[src/rtl/sdram_pkg.sv]
// Shared SDRAM-domain constants: scheduler state encoding, address field split,
// and the command controller's work-state encoding.
package sdram_pkg;

    localparam int BANK_W = 2;
    localparam int ROW_W  = 12;
    localparam int COL_W  = 8;

    // Display read-burst scheduler states
    localparam logic [2:0] S_IDLE  = 3'd0;
    localparam logic [2:0] S_CLEAR = 3'd1;
    localparam logic [2:0] S_WAIT  = 3'd2;
    localparam logic [2:0] S_CHECK = 3'd3;
    localparam logic [2:0] S_REQ   = 3'd4;
    localparam logic [2:0] S_XFER  = 3'd5;

    // SDRAM command controller work states
    localparam logic [3:0] W_INIT      = 4'd0;
    localparam logic [3:0] W_IDLE      = 4'd1;
    localparam logic [3:0] W_REFRESH   = 4'd2;
    localparam logic [3:0] W_ACTIVATE  = 4'd3;
    localparam logic [3:0] W_READ      = 4'd4;
    localparam logic [3:0] W_WRITE     = 4'd5;
    localparam logic [3:0] W_PRECHARGE = 4'd6;

endpackage

[src/rtl/vga_rd_sched.sv]
// Display-path read-burst scheduler: keeps the display FIFO topped up with
// fixed-size SDRAM read bursts walking linearly through one frame buffer.
module vga_rd_sched
    import sdram_pkg::*;
#(
    parameter int                ADDR_W      = 22,
    parameter logic [ADDR_W-1:0] BASE_ADDR   = '0,
    parameter int                FRAME_WORDS = 307200,
    parameter int                BURST_LEN   = 256,
    parameter int                LOW_MARK    = 512,
    parameter int                CLR_CYCLES  = 4,
    parameter int                SETTLE      = 3
) (
    input  logic              clk_133M_i,
    input  logic              rst_133i,
    input  logic              frame_start_i,
    input  logic [10:0]       fifo_used_i,
    output logic              rd_req_o,
    input  logic              rd_ack_i,
    output logic [ADDR_W-1:0] rd_addr_o,
    output logic [8:0]        rd_len_o,
    input  logic              rd_done_i,
    output logic              fifo_clear_o,
    output logic              busy_o,
    output logic              frame_done_o,
    output logic [2:0]        dbg_state_o
);

    localparam logic [19:0] FRAME_W20 = 20'(FRAME_WORDS);
    localparam logic [19:0] BURST_W20 = 20'(BURST_LEN);
    localparam logic [7:0]  CLR_LAST  = 8'(CLR_CYCLES - 1);
    localparam logic [7:0]  SET_LAST  = 8'(SETTLE - 1);

    logic [2:0]        state_q, state_d;
    logic [7:0]        cnt_q, cnt_d;
    logic [ADDR_W-1:0] word_addr_q, word_addr_d;
    logic [19:0]       remaining_q, remaining_d;
    logic              pend_q, pend_d;
    logic [ADDR_W-1:0] rd_addr_q, rd_addr_d;
    logic [8:0]        rd_len_q, rd_len_d;
    logic              rd_req_q, fifo_clear_q, busy_q, frame_done_q;
    logic              frame_done_d;
    logic              enter_clear;

    always_comb begin
        state_d      = state_q;
        cnt_d        = cnt_q;
        word_addr_d  = word_addr_q;
        remaining_d  = remaining_q;
        pend_d       = pend_q;
        rd_addr_d    = rd_addr_q;
        rd_len_d     = rd_len_q;
        frame_done_d = 1'b0;
        enter_clear  = 1'b0;

        case (state_q)
            S_IDLE: begin
                if (frame_start_i) enter_clear = 1'b1;
            end
            S_CLEAR: begin
                if (frame_start_i) begin
                    enter_clear = 1'b1;
                end else if (cnt_q == CLR_LAST) begin
                    state_d = S_WAIT;
                    cnt_d   = '0;
                end else begin
                    cnt_d = cnt_q + 8'd1;
                end
            end
            S_WAIT: begin
                if (frame_start_i) begin
                    enter_clear = 1'b1;
                end else if (cnt_q == SET_LAST) begin
                    state_d = S_CHECK;
                end else begin
                    cnt_d = cnt_q + 8'd1;
                end
            end
            S_CHECK: begin
                if (frame_start_i) begin
                    enter_clear = 1'b1;
                end else if (remaining_q == '0) begin
                    frame_done_d = 1'b1;
                    state_d      = S_IDLE;
                end else if (int'(fifo_used_i) <= LOW_MARK) begin
                    rd_addr_d = word_addr_q;
                    rd_len_d  = (remaining_q < BURST_W20) ? remaining_q[8:0] : BURST_W20[8:0];
                    state_d   = S_REQ;
                end
            end
            S_REQ: begin
                if (frame_start_i) pend_d = 1'b1;
                if (rd_ack_i) state_d = S_XFER;
            end
            S_XFER: begin
                if (frame_start_i) pend_d = 1'b1;
                if (rd_done_i) begin
                    word_addr_d = word_addr_q + ADDR_W'(rd_len_q);
                    // Saturating subtract keeps the counter from wrapping below zero.
                    remaining_d = (remaining_q >= 20'(rd_len_q)) ? remaining_q - 20'(rd_len_q) : '0;
                    if (pend_q || frame_start_i) begin
                        enter_clear = 1'b1;
                    end else begin
                        state_d = S_WAIT;
                        cnt_d   = '0;
                    end
                end
            end
            default: state_d = S_IDLE;
        endcase

        if (enter_clear) begin
            state_d     = S_CLEAR;
            cnt_d       = '0;
            word_addr_d = BASE_ADDR;
            remaining_d = FRAME_W20;
            pend_d      = 1'b0;
        end
    end

    // Outputs are registered from the next state so they line up with it.
    always_ff @(posedge clk_133M_i) begin
        if (rst_133i) begin
            state_q      <= S_IDLE;
            cnt_q        <= '0;
            word_addr_q  <= BASE_ADDR;
            remaining_q  <= '0;
            pend_q       <= 1'b0;
            rd_addr_q    <= BASE_ADDR;
            rd_len_q     <= '0;
            rd_req_q     <= 1'b0;
            fifo_clear_q <= 1'b0;
            busy_q       <= 1'b0;
            frame_done_q <= 1'b0;
        end else begin
            state_q      <= state_d;
            cnt_q        <= cnt_d;
            word_addr_q  <= word_addr_d;
            remaining_q  <= remaining_d;
            pend_q       <= pend_d;
            rd_addr_q    <= rd_addr_d;
            rd_len_q     <= rd_len_d;
            rd_req_q     <= (state_d == S_REQ);
            fifo_clear_q <= (state_d == S_CLEAR);
            busy_q       <= (state_d == S_REQ) || (state_d == S_XFER);
            frame_done_q <= frame_done_d;
        end
    end

    assign rd_req_o     = rd_req_q;
    assign rd_addr_o    = rd_addr_q;
    assign rd_len_o     = rd_len_q;
    assign fifo_clear_o = fifo_clear_q;
    assign busy_o       = busy_q;
    assign frame_done_o = frame_done_q;
    assign dbg_state_o  = state_q;

endmodule

[config.mk]
export PLATFORM = sky130hd
export DESIGN_NAME = vga_rd_sched
export DESIGN_NICKNAME = d
export VERILOG_FILES = /design/src/rtl/sdram_pkg.sv /design/src/rtl/vga_rd_sched.sv
export SDC_FILE = /design/constraint.sdc
export NUM_CORES = 1
export LEC_CHECK = 0
export CORE_ASPECT_RATIO = 2
export CORE_MARGIN = 2
export CORE_UTILIZATION = 45
export DETAILED_ROUTE_END_ITERATION = 10
export PLACE_DENSITY = 0.67
export SLEW_MARGIN = 20
export SYNTH_ARGS = -nofsm -noshare
export SYNTH_HDL_FRONTEND = slang
export SYNTH_SLANG_ARGS = --single-unit
[constraint.sdc]
create_clock -name clk_133M_i -period 6.6 [get_ports clk_133M_i]
set_clock_uncertainty 0.15 [all_clocks]
set_input_delay 1.32 -clock clk_133M_i [delete_from_list [all_inputs] [get_ports clk_133M_i]]
set_output_delay 1.32 -clock clk_133M_i [all_outputs]
set_load 0.01 [all_outputs]
# After elaboration in Yosys (flattened, before gate mapping)
# Cells that the tools add are included.
[op_classes]
n_addsub = 3
magnitude_cmp = 3
n_eq_ne = 15
n_mux = 29
n_bitwise = 3
n_reduce_logical = 16
[ops]
columns = ["operator", "count"]
rows = [
  ["19-bit two-way mux", 3],
  ["8-bit two-way mux", 6],
  ["3-bit two-way mux", 11],
  ["8-bit one-hot mux with 3 select lines", 1],
  ["22-bit by 9-bit adder with 22-bit output", 1],
  ["20-bit by 9-bit greater-or-equal comparator with 1-bit output", 1],
  ["20-bit logical NOT", 1],
  ["20-bit by 9-bit < comparator with 1-bit output, second input constant", 1],
  ["20-bit two-way mux", 1],
  ["20-bit by 9-bit subtractor with 20-bit output", 1],
  ["3-bit one-hot mux with 6 select lines", 1],
  ["8-bit by 2-bit equality test with 1-bit output, second input constant", 2],
  ["3-bit equality test, second input constant", 4],
  ["11-bit by 10-bit less-or-equal comparator with 1-bit output, second input constant", 1],
  ["2-bit inequality test, second input constant", 5],
  ["9-bit two-way mux", 1],
  ["8-bit by 1-bit adder with 8-bit output, second input constant", 1],
  ["3-bit by 1-bit equality test with 1-bit output, second input constant", 2],
  ["3-bit by 2-bit equality test with 1-bit output, second input constant", 2],
  ["2-bit AND reduction", 3],
  ["6-bit AND reduction", 1],
  ["1-bit two-way mux", 4],
  ["4-bit AND reduction", 1],
  ["2-bit nonzero test", 2],
  ["other kinds (8)", 12],
]
[word_totals]
regBits = 89
input_bits = 16
out_inout_bits = 38
elab_cells = 81

# Longest topological paths before layout
# Gate-level depths: netlist of the first run.
[depth]
ltp_word = 8
ltp_mapped = 11
mapped_depth_nobuf = 10

# Worst setup path before layout of the first run
# OpenSTA, ideal clock, no wires.
[synth_timing]
path_type = "input-to-reg"
startpoint = "input port fifo_used_i[3]"
endpoint = "register rd_len_q[1] (netlist: rd_len_o[1])"
setup_time_ns = 0.117
arrival_time_ns = 2.880
required_ns = 6.333
slack_ns = 3.454
stages = 7
n_path_buf = 2
cell_sequence = "nor4_1 -> a31oi_1 -> or4_4 -> buf_12 -> and2b_1 -> buf_6 -> a22o_1"
[synth_via]
elab_chain_len = 2
[synth_lines]
columns = ["item", "line_no", "rtl"]
rows = [
  ["start, declared", "vga_rd_sched.sv:17", "input logic [10:0] fifo_used_i,"],
  ["11-bit by 10-bit less-or-equal comparator with 1-bit output", "vga_rd_sched.sv:85", "end else if (int'(fifo_used_i) <= LOW_MARK) begin"],
  ["4-bit AND reduction (no source line)", "--", ""],
  ["end signal, assigned", "vga_rd_sched.sv:142", "rd_len_q <= rd_len_d;"],
  ["end, declared", "vga_rd_sched.sv:40", "logic [8:0] rd_len_q, rd_len_d;"],
]
# Every way passes these cells.
# A chain may end at the register's enable or synchronous reset.

# Final worst setup path of the first run
[layout_timing]
startpoint = "input port rd_done_i"
endpoint = "register remaining_q[17]"
[layout_via]
elab_chain_len = 3
elab_cells_between_ends = 4
cone_classes = "2 x mux; 2 x reduce/logical"
[layout_lines]
columns = ["item", "line_no", "rtl"]
rows = [
  ["start, declared", "vga_rd_sched.sv:22", "input logic rd_done_i,"],
  ["1-bit two-way mux", "vga_rd_sched.sv:97", "if (rd_done_i) begin"],
  ["1-bit one-hot mux with 2 select lines", "vga_rd_sched.sv:56", "case (state_q)"],
  ["2-bit OR reduction (no source line)", "--", ""],
  ["end signal, assigned", "vga_rd_sched.sv:139", "remaining_q <= remaining_d;"],
  ["end, declared", "vga_rd_sched.sv:37", "logic [19:0] remaining_q, remaining_d;"],
]
# Parallel ways exist; a longest one is shown, timed or not.

==> impl_metrics.tcl, run 1 <==
set metrics [dict create \
    drive_above_1_share_pct 5.38 \
    finalSetupViolCount 0 \
    min_from "word_addr_q[5]$_SDFFE_PP0P_" \
    grt_max_degree 37 \
    yosys_warnings 0 \
    fin_crit_sh_pct 54.9 \
    cpPeakStageDelay_ns 0.73 \
    die_area_mm2 0.0110 \
    drt_first_pass_iters 4 \
    wl_per_cell_um 14.3 \
    htree_levels 3 \
    netlist_top_cells_area "dfxtp_1, nor2_1, ha_1, mux2i_1, a21oi_1" \
    die_h_um 146 \
    postRouteAntennaNets 0 \
    dp_cells 695 \
    r2r_end "remaining_q[17]$_SDFFE_PP0P_" \
    ys_seq_elements 89 \
    hold_depth 2 \
    diodes 0 \
    min_period_ns 3.62 \
    power_frac_clock_pct 45.7 \
    die_x_um 75.1 \
    rr_startpoint "rd_len_o[0]$_SDFFE_PP0P_" \
    cp_data_required_time_ns 6.65 \
    seqPwrFrac_pct 50.4 \
    synth_nets 563 \
    portBuffers 53 \
    switching_share_pct 23.9 \
    reg2reg_depth 9 \
    rsz0062_at_grt "no" \
    report.final.slew_viol_count 0 \
    tightest_slew_ns 0.927 \
    crit_chain "clkdlybuf4s50_1, nand4b_1, buf_4, nor3_1, o21ai_0, o31ai_1, nor2_1" \
    end_kind "register" \
    worstSkewPairLatency_ns 0.35 \
    synth.most_common_cell "dfxtp_1" \
    irDropWorstVdd_mv 0.134 \
    cts_buffer_depth 2 \
    stdcell_count 711 \
    initial_utilization_pct 45.7 \
    critical_path.max_fanout 26 \
    min_to "word_addr_q[5]$_SDFFE_PP0P_" \
    viasPerCell 5.51 \
    antenna_found_initial 0 \
    io_pins 54 \
    rows 52 \
    p_sw_w 0.000257 \
    n_fill_cell 956 \
    cts.repair.resized 0 \
    cpMaxStageDelayCell "o31ai_1" \
    clock-root-buffer "clkbuf_16" \
    cts_buffers 9 \
    leakagePower_nw 2.09 \
    p_int_w 0.000820 \
    path_delay_family "compound AO/OA/AOI/OAI gates" \
    powerDensity_mw_per_mm2 198 \
    cts_tree "done" \
    crit_type "primary input to register" \
    clkSinkCount 89 \
    grt-ovfl-total 0 \
    synth_top_cell_area_share_pct 39.2 \
    pwr-share-comb_pct 3.8 \
    maxCapViolCount 0 \
    max_freq_mhz 276 \
    r2r_slack_ns 3.18 \
    wl_mm 10.2 \
    routabilityCongestion 0.816 \
    critPathArrivalTime_ns 3.68 \
    grt.total_usage_pct 19.2 \
    startpoint_type "primary input" \
    ys_seq_area_share_pct 39.2 \
    postCtsSetupRepairBufs 0 \
    hold_viol 0 \
    synth_cell_type_count 56 \
    syn_inst 525 \
    fin_nets 609 \
    avgSynthCellArea_um2 8.67 \
    drc_errors 0 \
    path_clk_slew_ns 0.07 \
    dominantRegCellSynth "dfxtp_1" \
    synth_area_mm2 0.00455 \
    grt_pass1_vias 3576 \
    core_area_mm2 0.00995 \
    grt_pass1_wl_mm 16.8 \
    netlist_top_cells_count "dfxtp_1, nor2_1, a21oi_1" \
    area_growth_pct 19.4 \
    cp_num_buf_inv 2 \
    async_reset_ff_share_pct 0 \
    cts_hold_buf 0 \
    setup_tns_ns 0 \
    yosysTopAreaCell "dfxtp_1" \
    dr.first_iter.drc_count 179 \
    dp_hpwl_mm 7.13 \
    synth-edff-count 0 \
    status "finished, final reports clean" \
    slew-limit-headroom_pct 37.9 \
    hp-class "register to register" \
    num_vias 3915 \
]
==> power groups by stage <==
| stage | Sequential [W] | Clock [W] | Combinational (W) |
|---|---|---|---|
| after floorplan | 0.000554 | 0 | 0.0000247 |
| after global placement | 0.000556 | 0 | 0.0000410 |
| after detailed placement | 0.000556 | 0 | 0.0000411 |
| after CTS | 0.000543 | 0.000505 | 0.0000413 |
| after global routing | 0.000544 | 0.000524 | 0.0000454 |
| final | 0.000544 | 0.000493 | 0.0000411 |
==> metal layers <==
layer	vias up	global-route usage [%]	part of all wire (%)
met5	-	0	0
met4	0	6.07	1.4
met3	15	3.80	4.0
met2	86	30.6	48
met1	1836	25.8	46
li1	1978	-	-
==> sequential cells by signal, indices dropped and copies added (netlist names), 3 cells and up <==
| register | count |
|---|---|
| rd_addr_o | 22 |
| word_addr_q | 22 |
| remaining_q | 20 |
| rd_len_o | 9 |
| cnt_q | 8 |
| dbg_state_o | 3 |
==> worst max path at each step <==
stage	from	to	slack [ns]	cells past startpoint
3_5_place_dp	rd_done_i	remaining_q[10]$_SDFFE_PP0P_	2.68	7
2_1_floorplan	fifo_used_i[3]	rd_len_o[1]$_SDFFE_PP0P_	3.45	7
5_1_grt	rd_done_i	remaining_q[10]$_SDFFE_PP0P_	2.65	7
3_3_place_gp	fifo_used_i[3]	rd_len_o[4]$_SDFFE_PP0P_	2.76	6
6_report	rd_done_i	remaining_q[17]$_SDFFE_PP0P_	2.98	7
4_1_cts	rd_done_i	remaining_q[10]$_SDFFE_PP0P_	3.03	7
==> logic make-up after synthesis <==
group / synth area share, %
xor gates and xnor gates: 5.01
DFF: 39.2
AOI/OAI and AO/OA: 16.2
and+or+nand+nor: 23.7
muxes: 5.06
adders and majority gates: 6.38
buffers and inverters: 4.54
==> cells in the final DEF, fill, tap and decap left out, drive strengths merged, types with 6 or more instances in the layout <==
cell type      instances
dfxtp                 89
nor2                  74
clkdlybuf4s50         53
a21oi                 38
nand2                 35
o21ai                 26
mux2i                 23
inv                   22
ha                    20
nand3                 19
or3                   17
xor2                  15
xnor2                 11
nor4                  11
clkbuf                 9
a22o                   8
nor2b                  8
nand2b                 7
nor3                   7
nand4                  7
o31ai                  6
or4                    6
==> worst reg2reg max path, cell delays in order, from the launching register on <==
cell and delay [ns]:
dfxtp_1 0.43, ha_1 0.22, inv_1 0.06, fa_1 0.39, nand3_1 0.12, a21oi_1 0.10
o31ai_1 0.71, o21ai_0 0.26, o31ai_1 0.74, nor2_1 0.11
==> per-stage QoR <==
step	instance area, um^2	utilization (%)	hold WS (ns)	total power (W)	setup slack [ns]
2_1_floorplan	4550	-	0.298	0.000579	3.45
3_3_place_gp	5140	51.6	0.313	0.000597	2.76
3_5_place_dp	5140	51.6	0.332	0.000597	2.68
4_1_cts	5430	54.6	0.341	0.00109	3.03
5_1_grt	5430	54.6	0.360	0.00111	2.65
6_report	5430	54.6	0.335	0.00108	2.98
==> area by class of cell <==
cell class | instances | area [um^2] | share of cell area [%]
Multi-Input combinational cell | 396 | 2570 | 47.3
Sequential cell | 89 | 1780 | 32.8
Timing Repair Buffer | 56 | 553 | 10.2
Clock buffer | 9 | 225 | 4.15
Tap cell | 135 | 169 | 3.11
Inverter | 19 | 71.3 | 1.31
Clock inverter | 7 | 63.8 | 1.18
No activity file was read; power rests on OpenSTA's default activity.
==> inputs of run 2 (changes only) <==
- clock period: 6.6 -> 3.7 ns (I/O delays scaled with it)
==> run 2 against run 1 <==
Compared with the run above:
- clock power up 94%
- sequential power is 78% higher
- wire length grew 1.1%
- register-to-register slack worse by 2.5 ns
- final cell count is 0.98% higher
- via count up 0.74%
- power rose by 86%
- worst hold slack got worse by 0.0044 ns
- critical endpoint is now remaining_q[18]$_SDFFE_PP0P_
- largest power group unchanged
- highest routed layer unchanged
==> impl_metrics.tcl, run 2 (synthesis results as in run 1) <==
set metrics [dict create \
    reg2reg_depth 11 \
    cts_tree "done" \
    r2r_slack_ns 0.64 \
    crit_type "register to register" \
    die_area_mm2 0.0110 \
    diodes 0 \
    setup_tns_ns 0 \
    startpoint_type "register" \
    wl_per_cell_um 14.3 \
    postRouteAntennaNets 0 \
    status "finished, final reports clean" \
    slew-limit-headroom_pct 41.5 \
    viasPerCell 5.49 \
    r2r_end "remaining_q[18]$_SDFFE_PP0P_" \
    core_area_mm2 0.00995 \
    initial_utilization_pct 45.7 \
    finalSetupViolCount 0 \
    grt_max_degree 30 \
    hold_viol 0 \
    irDropWorstVdd_mv 0.294 \
    cp_num_buf_inv 3 \
    min_period_ns 3.06 \
    grt.total_usage_pct 20.0 \
    most-common-layout-cells "dfxtp_1, nor2_1, clkdlybuf4s50_1" \
    cts_buffer_depth 2 \
    dp_hpwl_mm 7.54 \
    antenna_found_initial 0 \
    maxCapViolCount 0 \
    die_h_um 146 \
    rsz0062_at_grt "no" \
    worstSkewPairLatency_ns 0.34 \
    critical_path.max_fanout 11 \
    postCtsSetupRepairBufs 0 \
    cts_hold_buf 0 \
    cpMostUsedCell "inv_1" \
    wl_mm 10.3 \
    path_delay_family "compound AO/OA/AOI/OAI gates" \
    portBuffers 53 \
    dr.first_iter.drc_count 178 \
    crit_cells 11 \
    max_freq_mhz 326 \
    powerDensity_mw_per_mm2 364 \
    critical_path.startpoint "remaining_q[0]$_SDFFE_PP0P_" \
    fin_crit_sh_pct 82.8 \
    fin_nets 617 \
    grt_pass1_vias 3701 \
    grt-ovfl-total 0 \
    tightest_slew_ns 0.873 \
    htree_levels 3 \
    leakagePower_nw 2.15 \
    grt_pass1_wl_mm 17.3 \
    crit_end "remaining_q[18]$_SDFFE_PP0P_" \
    n_fill_cell 940 \
    layout_commonest_cell "dfxtp_1" \
    path_clk_slew_ns 0.06 \
    end_kind "register" \
    clkSinkCount 89 \
    clock-root-buffer "clkbuf_16" \
    crit_chain "inv_1, ha_1, inv_1, fa_1, nand3_1, a21oi_1, o31ai_1, buf_4, o211ai_1, or4b_1, a31oi_1" \
    cpPeakStageDelay_ns 0.70 \
    rows 52 \
    drt_first_pass_iters 4 \
    hp-class "register to register" \
    cp_data_required_time_ns 3.81 \
    drc_errors 0 \
    routabilityCongestion 0.909 \
    cpMaxStageDelayCell "o211ai_1" \
    rr_startpoint "remaining_q[0]$_SDFFE_PP0P_" \
    die_x_um 75.1 \
    cts_buffers 9 \
    io_pins 54 \
    fin_util_pct 55.3 \
    critPathArrivalTime_ns 3.17 \
    cts.repair.resized 0 \
    drive_above_1_share_pct 6.17 \
    report.final.slew_viol_count 0 \
    num_vias 3944 \
    area_growth_pct 21.0 \
]
## run 2: cell types whose count changed in the layout (fill, tap and decap cells not counted), sizes merged
cell and change:
bufinv +2, clkinv -1, clkbuf +1, inv -3, buf +8
## run 2: through the flow
step | std cells | instance area (um^2) | power [W] | hold slack (ns) | setup WS [ns]
after global placement | 703 | 5200 | 0.00107 | 0.315 | 0.647
after detailed placement | 703 | 5200 | 0.00107 | 0.329 | 0.638
after global routing | 718 | 5510 | 0.00207 | 0.362 | 0.419
after floorplan | 525 | 4550 | 0.00103 | 0.298 | 0.904
after CTS | 718 | 5510 | 0.00202 | 0.338 | 0.662
final | 718 | 5510 | 0.00200 | 0.331 | 0.636
## run 2: cell type report
type / count / area, um^2 / area share (%)
Clock inverter: 5 / 81.3 / 1.48
Sequential cell: 89 / 1780 / 32.4
Tap cell: 135 / 169 / 3.07
Multi-Input combinational cell: 396 / 2560 / 46.5
Timing Repair Buffer: 64 / 613 / 11.1
Clock buffer: 10 / 229 / 4.16
Inverter: 19 / 71.3 / 1.30
## run 2: worst min-delay path by stage
stage	endpoint	slack, ns	startpoint	cells after the start
finish	word_addr_q[3]$_SDFFE_PP0P_	0.33	word_addr_q[3]$_SDFFE_PP0P_	2
floorplan	word_addr_q[3]$_SDFFE_PP0P_	0.30	word_addr_q[3]$_SDFFE_PP0P_	2
global placement	word_addr_q[21]$_SDFFE_PP0P_	0.31	word_addr_q[21]$_SDFFE_PP0P_	2
detailed placement	word_addr_q[3]$_SDFFE_PP0P_	0.33	word_addr_q[3]$_SDFFE_PP0P_	2
CTS	word_addr_q[3]$_SDFFE_PP0P_	0.34	word_addr_q[3]$_SDFFE_PP0P_	2
global route	remaining_q[4]$_SDFFE_PP0P_	0.36	remaining_q[4]$_SDFFE_PP0P_	2
## run 2: power by group
| part | leakage (nW) | internal, W | switching (W) | total, W |
|---|---|---|---|---|
| combinational | 1.28 | 0.0000348 | 0.0000420 | 0.0000769 |
| sequential | 0.719 | 0.000963 | 0.00000659 | 0.000970 |
| clock | 0.149 | 0.000588 | 0.000367 | 0.000955 |
## run 2: routing by layer
| layer | global-route usage (%) | part of all wire, % |
|---|---|---|
| met1 | 26.2 | 46 |
| met2 | 31.4 | 48 |
| met3 | 3.59 | 4.4 |
| met4 | 8.66 | 2.3 |
| met5 | 0 | 0 |
## run 2: worst register-to-register path: stages, from the launching register on
cell,delay (ns)
dfxtp_1,0.38
inv_1,0.06
ha_1,0.19
inv_1,0.07
fa_1,0.20
nand3_1,0.11
a21oi_1,0.21
o31ai_1,0.10
buf_4,0.16
o211ai_1,0.70
or4b_1,0.49
a31oi_1,0.17
